`config.mk`:
```
export PLATFORM = sky130hd
export DESIGN_NAME = sync_fifo_n
export DESIGN_NICKNAME = d
export VERILOG_FILES = /design/src/rtl/sync_fifo_n.sv
export SDC_FILE = /design/constraint.sdc
export NUM_CORES = 1
export LEC_CHECK = 0
export CELL_PAD_IN_SITES_DETAIL_PLACEMENT = 0
export CELL_PAD_IN_SITES_GLOBAL_PLACEMENT = 2
export CORE_MARGIN = 2
export CORE_UTILIZATION = 41
export DETAILED_ROUTE_END_ITERATION = 16
export PLACE_DENSITY_LB_ADDON = 0.1
export SLEW_MARGIN = 0
export SYNTH_ARGS = -nofsm -noshare
export SYNTH_HDL_FRONTEND = slang
export SYNTH_SLANG_ARGS = --single-unit
```
`constraint.sdc`:
```
create_clock -name clk -period 2.1 [get_ports clk]
set_input_delay 0.42 -clock clk [delete_from_list [all_inputs] [get_ports clk]]
set_output_delay 0.42 -clock clk [all_outputs]
set_load 0.02 [all_outputs]
```
`src/rtl/sync_fifo_n.sv`:
```
// Single-clock first-word-fall-through FIFO with wrap-bit pointers,
// occupancy thresholds and sticky overflow/underflow flags.
module sync_fifo_n #(
  parameter int DATA_W     = 8,
  parameter int DEPTH      = 16,
  parameter int AFULL_LVL  = DEPTH - 2,
  parameter int AEMPTY_LVL = 2
) (
  input  logic                       clk,
  input  logic                       rst,
  input  logic [DATA_W-1:0]          wdata,
  input  logic                       wput,
  output logic                       wrdy,
  output logic [DATA_W-1:0]          rdata,
  input  logic                       rget,
  output logic                       rrdy,
  input  logic                       flush,
  output logic [$clog2(DEPTH):0]     count,
  output logic                       afull,
  output logic                       aempty,
  output logic                       ovf,
  output logic                       udf
);

  localparam int AW = $clog2(DEPTH);
  localparam int PW = AW + 1;
  localparam logic [PW-1:0] AFULL_C  = PW'(AFULL_LVL);
  localparam logic [PW-1:0] AEMPTY_C = PW'(AEMPTY_LVL);

  // Handshake: a write is accepted when wput && wrdy, a read when rget && rrdy;
  // wrdy/rrdy depend only on registered pointers, never on wput/rget.

  logic [DATA_W-1:0] mem [DEPTH];
  logic [PW-1:0]     wptr;
  logic [PW-1:0]     rptr;
  logic              full;
  logic              empty;
  logic              do_wr;
  logic              do_rd;

  assign full  = (wptr[AW-1:0] == rptr[AW-1:0]) && (wptr[AW] != rptr[AW]);
  assign empty = (wptr == rptr);
  assign wrdy  = !full;
  assign rrdy  = !empty;
  assign count = wptr - rptr;
  assign afull  = (count >= AFULL_C);
  assign aempty = (count <= AEMPTY_C);
  assign rdata  = mem[rptr[AW-1:0]];

  assign do_wr = wput && wrdy;
  assign do_rd = rget && rrdy;

  always_ff @(posedge clk) begin
    if (rst) begin
      wptr <= '0;
      rptr <= '0;
      ovf  <= 1'b0;
      udf  <= 1'b0;
    end else begin
      if (wput && full)
        ovf <= 1'b1;
      if (rget && empty)
        udf <= 1'b1;
      // flush discards any transfer in the same cycle; the error flags survive it
      if (flush) begin
        wptr <= '0;
        rptr <= '0;
      end else begin
        if (do_wr)
          wptr <= wptr + 1'b1;
        if (do_rd)
          rptr <= rptr + 1'b1;
      end
    end
  end

  // Storage is not reset; a stale entry is never visible because rrdy gates it.
  always_ff @(posedge clk) begin
    if (!rst && !flush && do_wr)
      mem[wptr[AW-1:0]] <= wdata;
  end

endmodule

```
==> results by group, run 1 <==
Run status
  • Result of the run: finished, violations left
  • Failing checks: negative setup slack

Power and ir drop
  • Seq pwr share: 50.5%
  • Clock power frac: 45.1%
  • Sw frac: 19.6%
  • Pint: 4990 µW
  • VDD IR max: 0.000458 V
  • Power per cell area: 801 mW/mm²
  • Combinational share of power: 4.4%
  • Net switching power: 1210 µW
  • Static Leakage: 0.00264 µW

Placed design
  • Dpl hpwl: 8.32 mm
  • Placed cells: 580
  • Dpl cell area: 0.00688 mm²
  • Final GP Congestion: 0.783
  • Port bufs: 31

Critical path
  • Max Fanout on Critical Path: 2
  • Most used cell, CP: buf_6
  • Endpoint type of the worst setup path: primary output
  • Critical path cell sequence: inv_4 > ha_4 > inv_2 > fa_2 > a21o_1 > a21oi_4 > xnor2_4 > buf_6 > a31o_4 > buf_6
  • Crit Path Class: reg -> out
  • Critical Path RT: 1.68 ns
  • Worst path max stage delay: 0.33 ns
  • CP max stage cell: dfxtp_2
  • Worst EP arrival: 2.19 ns
  • Startpoint types: flip-flop

Synthesis
  • Synth cell types: 35
  • Synth area leaders: edfxtp_1 67%, mux4_2 13%, dfxtp_1 5.6%
  • Main synth FF type: edfxtp_1
  • Mapped Area: 0.00574 mm²
  • Post-Syn Area per Cell: 18.4 µm²
  • Share of Yosys cell area claimed by the top area cell type: 67.0%
  • Post-Syn Instances: 312
  • Cell taking the most area after synthesis: edfxtp_1
  • Synthesis Warnings: 0
  • Sequential share of the synthesized area: 72.6%
  • Post-synthesis async set-or-reset flop share: 0%
  • EDFF count, synth: 128
  • #FFs+latches synth: 144
  • Net count after synthesis: 335

GRT
  • Total GRT Usage: 17.6%
  • First-pass GRT wire length: 18.6 mm
  • Largest net degree at the start of global routing: 31
  • Gr ovfl total: 0
  • Vias in the first global route: 3,286
  • Initial antenna violation count: 0

STA
  • Smallest hold slack: 0.519 ns
  • Final hold vios: 0
  • Rel. slew slack: 61.6%
  • Pins Over Slew Limit: 0
  • Count of final setup violators: 144
  • Final Cycle Share: 124%
  • Clock skew: 0.0120 ns
  • Worst slew pin tran: 0.575 ns
  • RSZ-0062 raised after global routing: true
  • Min Tclk post-route: 2.61 ns
  • Setup WS post-layout: -0.512 ns
  • Peak Freq: 383 MHz

Final layout
  • Final Net Count: 452
  • Layout fillers: 1,133
  • Share of cells above drive strength 1: 45.5%
  • Post-route insts no fill: 622
  • Antenna Cells: 0
  • Design area: 0.00774 mm²
  • Commonest non-fill, non-tap cell in the layout: edfxtp_1
  • Most frequent cells in the layout: 128 x edfxtp_1, 63 x buf_4, 32 x mux4_2
  • Area grow syn2layout: 34.8%

Routing
  • WL per Instance: 19.4 µm
  • Vias: 3,127
  • Via density: 5.03
  • DRC violations left: 0
  • Routed Wire Length: 12.1 mm
  • Initial detailed-routing violation count: 157
  • Drt first pass iters: 4
  • ANT nets after route: 0

Hold path
  • Hold WC Path Type: reg -> reg

Clock network
  • CTS Buf Count: 17
  • H-tree lvl count: 4
  • Clock latency at the later pin of the worst-skew pair: 0.41 ns
  • CTS tree: built
  • CTS Sinks: 144
  • CTS clk-pin slew, worst paths: 0.06 ns
  • Clk root buf: clkbuf_16
  • Longest Clk Path Bufs: 2

Floorplan
  • Die Area: 0.0150 mm²
  • FP Rows: 43
  • Die Y: 122 µm
  • # IOs: 32
  • Initial core utilization: 41.7%
  • Core area: 0.0138 mm²
  • Width of the die: 122 µm

Job
  • Max-cap viol count: 0
[per-stage QoR]
step	power (µW)	setup TNS, ns	setup slack [ns]	util [%]
after floorplan	3300	-15.66	-0.171	-
after global placement	3440	-19.91	-0.569	49.9
after detailed placement	3440	-20.80	-0.599	49.9
after CTS	6260	-23.65	-0.575	55.8
after global routing	6400	-39.16	-0.605	56.2
final	6200	-22.05	-0.512	56.2
[state kept, by name, summed over array words and instances (netlist names), named ones only]
register  count
mem         128
rptr          5
wptr          5
ovf           1
udf           1
[synth_stat cells (all sizes together), types with 4 or more instances]
| cell type | n |
|---|---|
| mux4 | 32 |
| edfxtp | 128 |
| nor2 | 30 |
| a21oi | 5 |
| nand2 | 17 |
| inv | 7 |
| xor2 | 4 |
| ha | 9 |
| dfxtp | 16 |
| buf | 9 |
| a22oi | 16 |
| xnor2 | 8 |
[power groups by stage]
stage | registers (µW) | clock network [µW] | logic (µW)
finish | 3130 | 2790 | 274
global route | 3130 | 2970 | 298
CTS | 3130 | 2850 | 272
detailed placement | 3190 | 0 | 251
global placement | 3190 | 0 | 249
floorplan | 3190 | 0 | 109
[what timing repair did]
item | in CTS | in global routing
gates resized for setup | 114 | 20
pin swaps | 13 | 12
buffers inserted | 9 | 3
cloned | 1 | 0
setup endpoints to repair | 145 | 144
hold buffers | 0 | 0
[final timing paths]
path	slack, ns	depth (start not counted)	from	endpoint
max reg2reg	-0.20	9	wptr[1]	mem[10][4]
min	0.52	2	udf	udf
min reg2reg	0.52	2	udf	udf
max	-0.51	10	wptr[0]	afull
[per-layer routing]
metal	vias to the layer above	GRT usage, %	wire, µm
met3	10	4.51	357
met1	1587	24.0	5610
met2	51	27.2	5900
li1	1479	-	-
met4	0	6.82	197
met5	-	0	0
[cells by family after synthesis]
kind of cell / synth area share [%]
compound gates: 4.38
xor+xnor: 1.96
fa+ha+maj: 2.31
buf+inv: 1.44
flops: 72.6
mux: 12.9
simple gates: 4.43
[final cells by class]
| type | instances | area, µm² | share of cell area (%) |
|---|---|---|---|
| clock buffer | 19 | 433 | 5.60 |
| clock inverter | 13 | 121 | 1.57 |
| inverter | 7 | 28.8 | 0.372 |
| multi-input combinational | 149 | 1730 | 22.4 |
| sequential | 144 | 4170 | 53.9 |
| tap | 180 | 225 | 2.91 |
| timing repair buffer | 110 | 1020 | 13.2 |
[worst max-delay path: cells and delay by family (launching register included)]
kind | cells | cell delay [ns]
AO/OA/AOI/OAI | 3 | 0.57
adder cells (fa/ha/maj) | 2 | 0.45
buffers and inverters | 4 | 0.35
flip-flops | 1 | 0.33
XOR/XNOR | 1 | 0.10
Power figures use the tool's default switching activity.
==> run 2, diff against run 1 <==
--- a/config.mk
+++ b/config.mk
@@ -5,6 +5,7 @@
 export SDC_FILE = /design/constraint.sdc
 export NUM_CORES = 1
 export LEC_CHECK = 0
+export ABC_CLOCK_PERIOD_IN_PS = 2100
 export CELL_PAD_IN_SITES_DETAIL_PLACEMENT = 0
 export CELL_PAD_IN_SITES_GLOBAL_PLACEMENT = 2
 export CORE_MARGIN = 2
==> constraint.sdc (replaced) <==
create_clock -name clk -period 2.1 [get_ports clk]
set_input_delay 0.525 -clock clk [delete_from_list [all_inputs] [get_ports clk]]
set_output_delay 0.525 -clock clk [all_outputs]
set_load 0.02 [all_outputs]
==> run 2 against run 1 <==
The flow still finishes with violations (negative setup slack). Sequential power about the same. Critical path depth unchanged. Clock-buffer cell count down 2. Clock power up 8.6%. First-iteration DRC count up 37%. Register-to-register slack better by 0.18 ns. Fmax down 4.6%. Sequential cell count unchanged. Die area unchanged. Clock skew down 0.0058 ns. Routed wire length up 5.6%. Setup slack worse by 0.13 ns. Critical path type unchanged. Critical endpoint unchanged.
==> results by group, run 2 (same netlist as run 1, synthesis figures left out) <==
STA
  • Rel. slew slack: 39.8% (-22 points)
  • Final hold vios: 0 (unchanged)
  • Setup WS post-layout: -0.638 ns (-0.126 ns)
  • Pins Over Slew Limit: 0 (unchanged)
  • Worst slew pin tran: 0.899 ns (+0.325 ns)
  • Setup TNS: -6.81 ns (+15.24 ns)
  • Final Cycle Share: 130% (+6.0 points)
  • Peak Freq: 365 MHz (-4.6%)
  • Clock skew: 0.00616 ns (-0.00583 ns)
  • RSZ-0062 raised after global routing: true
  • Min Tclk post-route: 2.74 ns (+0.126 ns)
  • Count of final setup violators: 73 (-49%)

Clock network
  • Clock latency at the later pin of the worst-skew pair: 0.42 ns (about the same)
  • CTS tree: built
  • CTS Sinks: 144 (unchanged)
  • H-tree lvl count: 4 (unchanged)
  • CTS Buf Count: 17 (unchanged)
  • Hold_buf cts: 0 (unchanged)
  • Clk root buf: clkbuf_16
  • Longest Clk Path Bufs: 2 (unchanged)
  • CTS clk-pin slew, worst paths: 0.06 ns (about the same)

Run status
  • Failing checks: negative setup slack
  • Result of the run: finished, violations left

Critical path
  • Worst path max stage delay: 0.34 ns (about the same)
  • Critical Path RT: 1.57 ns (-0.11 ns)
  • Critical path origin: wptr[0]
  • Endpoint type of the worst setup path: primary output
  • Startpoint types: flip-flop
  • CP max stage cell: fa_2
  • RR Endpoint: mem[8][0]
  • Delay-heaviest family, CP: compound AO/OA/AOI/OAI gates
  • Critical Path End: afull
  • Instance count on the critical path: 10 (unchanged)
  • Reg2Reg Depth: 10 (+1)
  • RR Startpoint: rptr[1]
  • Worst EP arrival: 2.21 ns (+0.02 ns)
  • Most used cell, CP: buf_6
  • Critical path cell sequence: inv_4 > ha_4 > inv_2 > fa_2 > a21o_1 > a21oi_4 > xnor2_4 > buf_6 > a31o_4 > buf_6
  • Crit Path Class: reg -> out
  • R2r setup slk: -0.02 ns (+0.18 ns)
  • Max Fanout on Critical Path: 2 (unchanged)
  • Buf+Inv Stages, Crit Path: 4 (unchanged)

Placed design
  • Final GP Congestion: 0.725 (-7.4%)
  • Dpl hpwl: 8.51 mm (+2.3%)
  • Dpl cell area: 0.00711 mm² (+3.3%)
  • Placed cells: 574 (-1.0%)
  • Port bufs: 31 (unchanged)

Job
  • Max-cap viol count: 0 (unchanged)

Final layout
  • Most frequent cells in the layout: 128 x edfxtp_1, 38 x buf_4, 32 x mux4_2
  • Design area: 0.00815 mm² (+5.3%)
  • Antenna Cells: 0 (unchanged)
  • Final Net Count: 449 (-0.66%)
  • Largest register FFs: 128 (unchanged)
  • Commonest non-fill, non-tap cell in the layout: edfxtp_1
  • Share of cells above drive strength 1: 50.8% (+5.3 points)
  • Area grow syn2layout: 42.0%
  • Post-route insts no fill: 619 (-0.48%)

Floorplan
  • Die Y: 122 µm (unchanged)
  • Core area: 0.0138 mm² (unchanged)
  • Die Area: 0.0150 mm² (unchanged)
  • Initial core utilization: 41.7% (unchanged)
  • FP Rows: 43 (unchanged)
  • Width of the die: 122 µm (unchanged)
  • # IOs: 32 (unchanged)

Power and ir drop
  • VDD IR max: 0.000654 V (+43%)
  • Static Leakage: 0.00271 µW (+2.7%)
  • Power per cell area: 792 mW/mm² (-1.1%)

GRT
  • First-pass GRT wire length: 19.4 mm (+4.7%)
  • Initial antenna violation count: 0 (unchanged)
  • Total GRT Usage: 18.7% (+1.1 points)
  • Gr ovfl total: 0 (unchanged)
  • Vias in the first global route: 3,301 (+0.46%)
  • Largest net degree at the start of global routing: 26 (-16%)

Routing
  • Highest routed layer: met4
  • Routed Wire Length: 12.7 mm (+5.6%)
  • Vias: 3,192 (+2.1%)
  • DRC violations left: 0 (unchanged)
  • WL met3: 499 µm (+40%)
  • Met2 wire len: 6.41 mm (+8.6%)
  • Initial detailed-routing violation count: 215 (+37%)
  • Via density: 5.16 (+2.6%)
  • Length of routed wiring on met1: 5.70 mm (+1.5%)
  • ANT nets after route: 0 (unchanged)
  • WL per Instance: 20.6 µm (+6.1%)
  • Drt first pass iters: 4 (unchanged)

Hold path
  • Hold WC Path Type: reg -> reg
  • WHS Path Cells: 2 (unchanged)
-- run 2: worst min-delay path: cells and delay by family, from the launching register on --
kind / cells / cell delay (ns)
AO/OA/AOI/OAI: 1 / 0.04
flip-flops: 1 / 0.33
AND/OR/NAND/NOR: 1 / 0.07
-- run 2: worst min path at each step --
stage | start | end | slack, ns
final | udf | udf | 0.48
after global placement | udf | udf | 0.46
after detailed placement | udf | udf | 0.46
after floorplan | rptr[3] | flip-flop | 0.47
after global routing | ovf | ovf | 0.51
after CTS | udf | udf | 0.49
-- run 2: repair_timing --
action | CTS | global route
gates resized for setup | 123 | 44
gates cloned | 1 | 0
hold endpoints to repair | 0 | 0
buffers inserted | 7 | 7
endpoints found under the setup margin | 145 | 145
pin swaps | 17 | 28
-- run 2: layer usage --
layer	track usage (%)	vias up
met5	0	-
met4	6.68	0
met3	4.46	9
met2	29.3	63
met1	25.6	1640
li1	-	1480
-- run 2: layout make-up --
cell class / instances / area, µm²
Clock buffer: 17 / 425
Clock inverter: 15 / 176
Fill cell: 1077 / 5620
Inverter: 7 / 31.3
Multi-Input combinational cell: 149 / 1880
Sequential cell: 144 / 4180
Tap cell: 180 / 225
Timing Repair Buffer: 107 / 1230
-- run 2: power breakdown --
| group | switching [µW] | total, µW | internal [µW] | leakage [µW] |
|---|---|---|---|---|
| Sequential | 5.65 | 3130 | 3120 | 0.00129 |
| Combinational | 155 | 302 | 147 | 0.00113 |
| Clock | 1230 | 3030 | 1790 | 0.000295 |
| Total | 1390 | 6460 | 5060 | 0.00271 |
-- run 2: stage by stage --
stage / power, µW / setup WS (ns) / utilization [%] / hold slack (ns)
global placement: 3450 / -0.663 / 51.6 / 0.465
finish: 6460 / -0.638 / 59.2 / 0.484
floorplan: 3310 / -0.276 / - / 0.469
CTS: 6500 / -0.695 / 57.7 / 0.485
global route: 6670 / -0.723 / 59.2 / 0.513
detailed placement: 3450 / -0.717 / 51.6 / 0.463
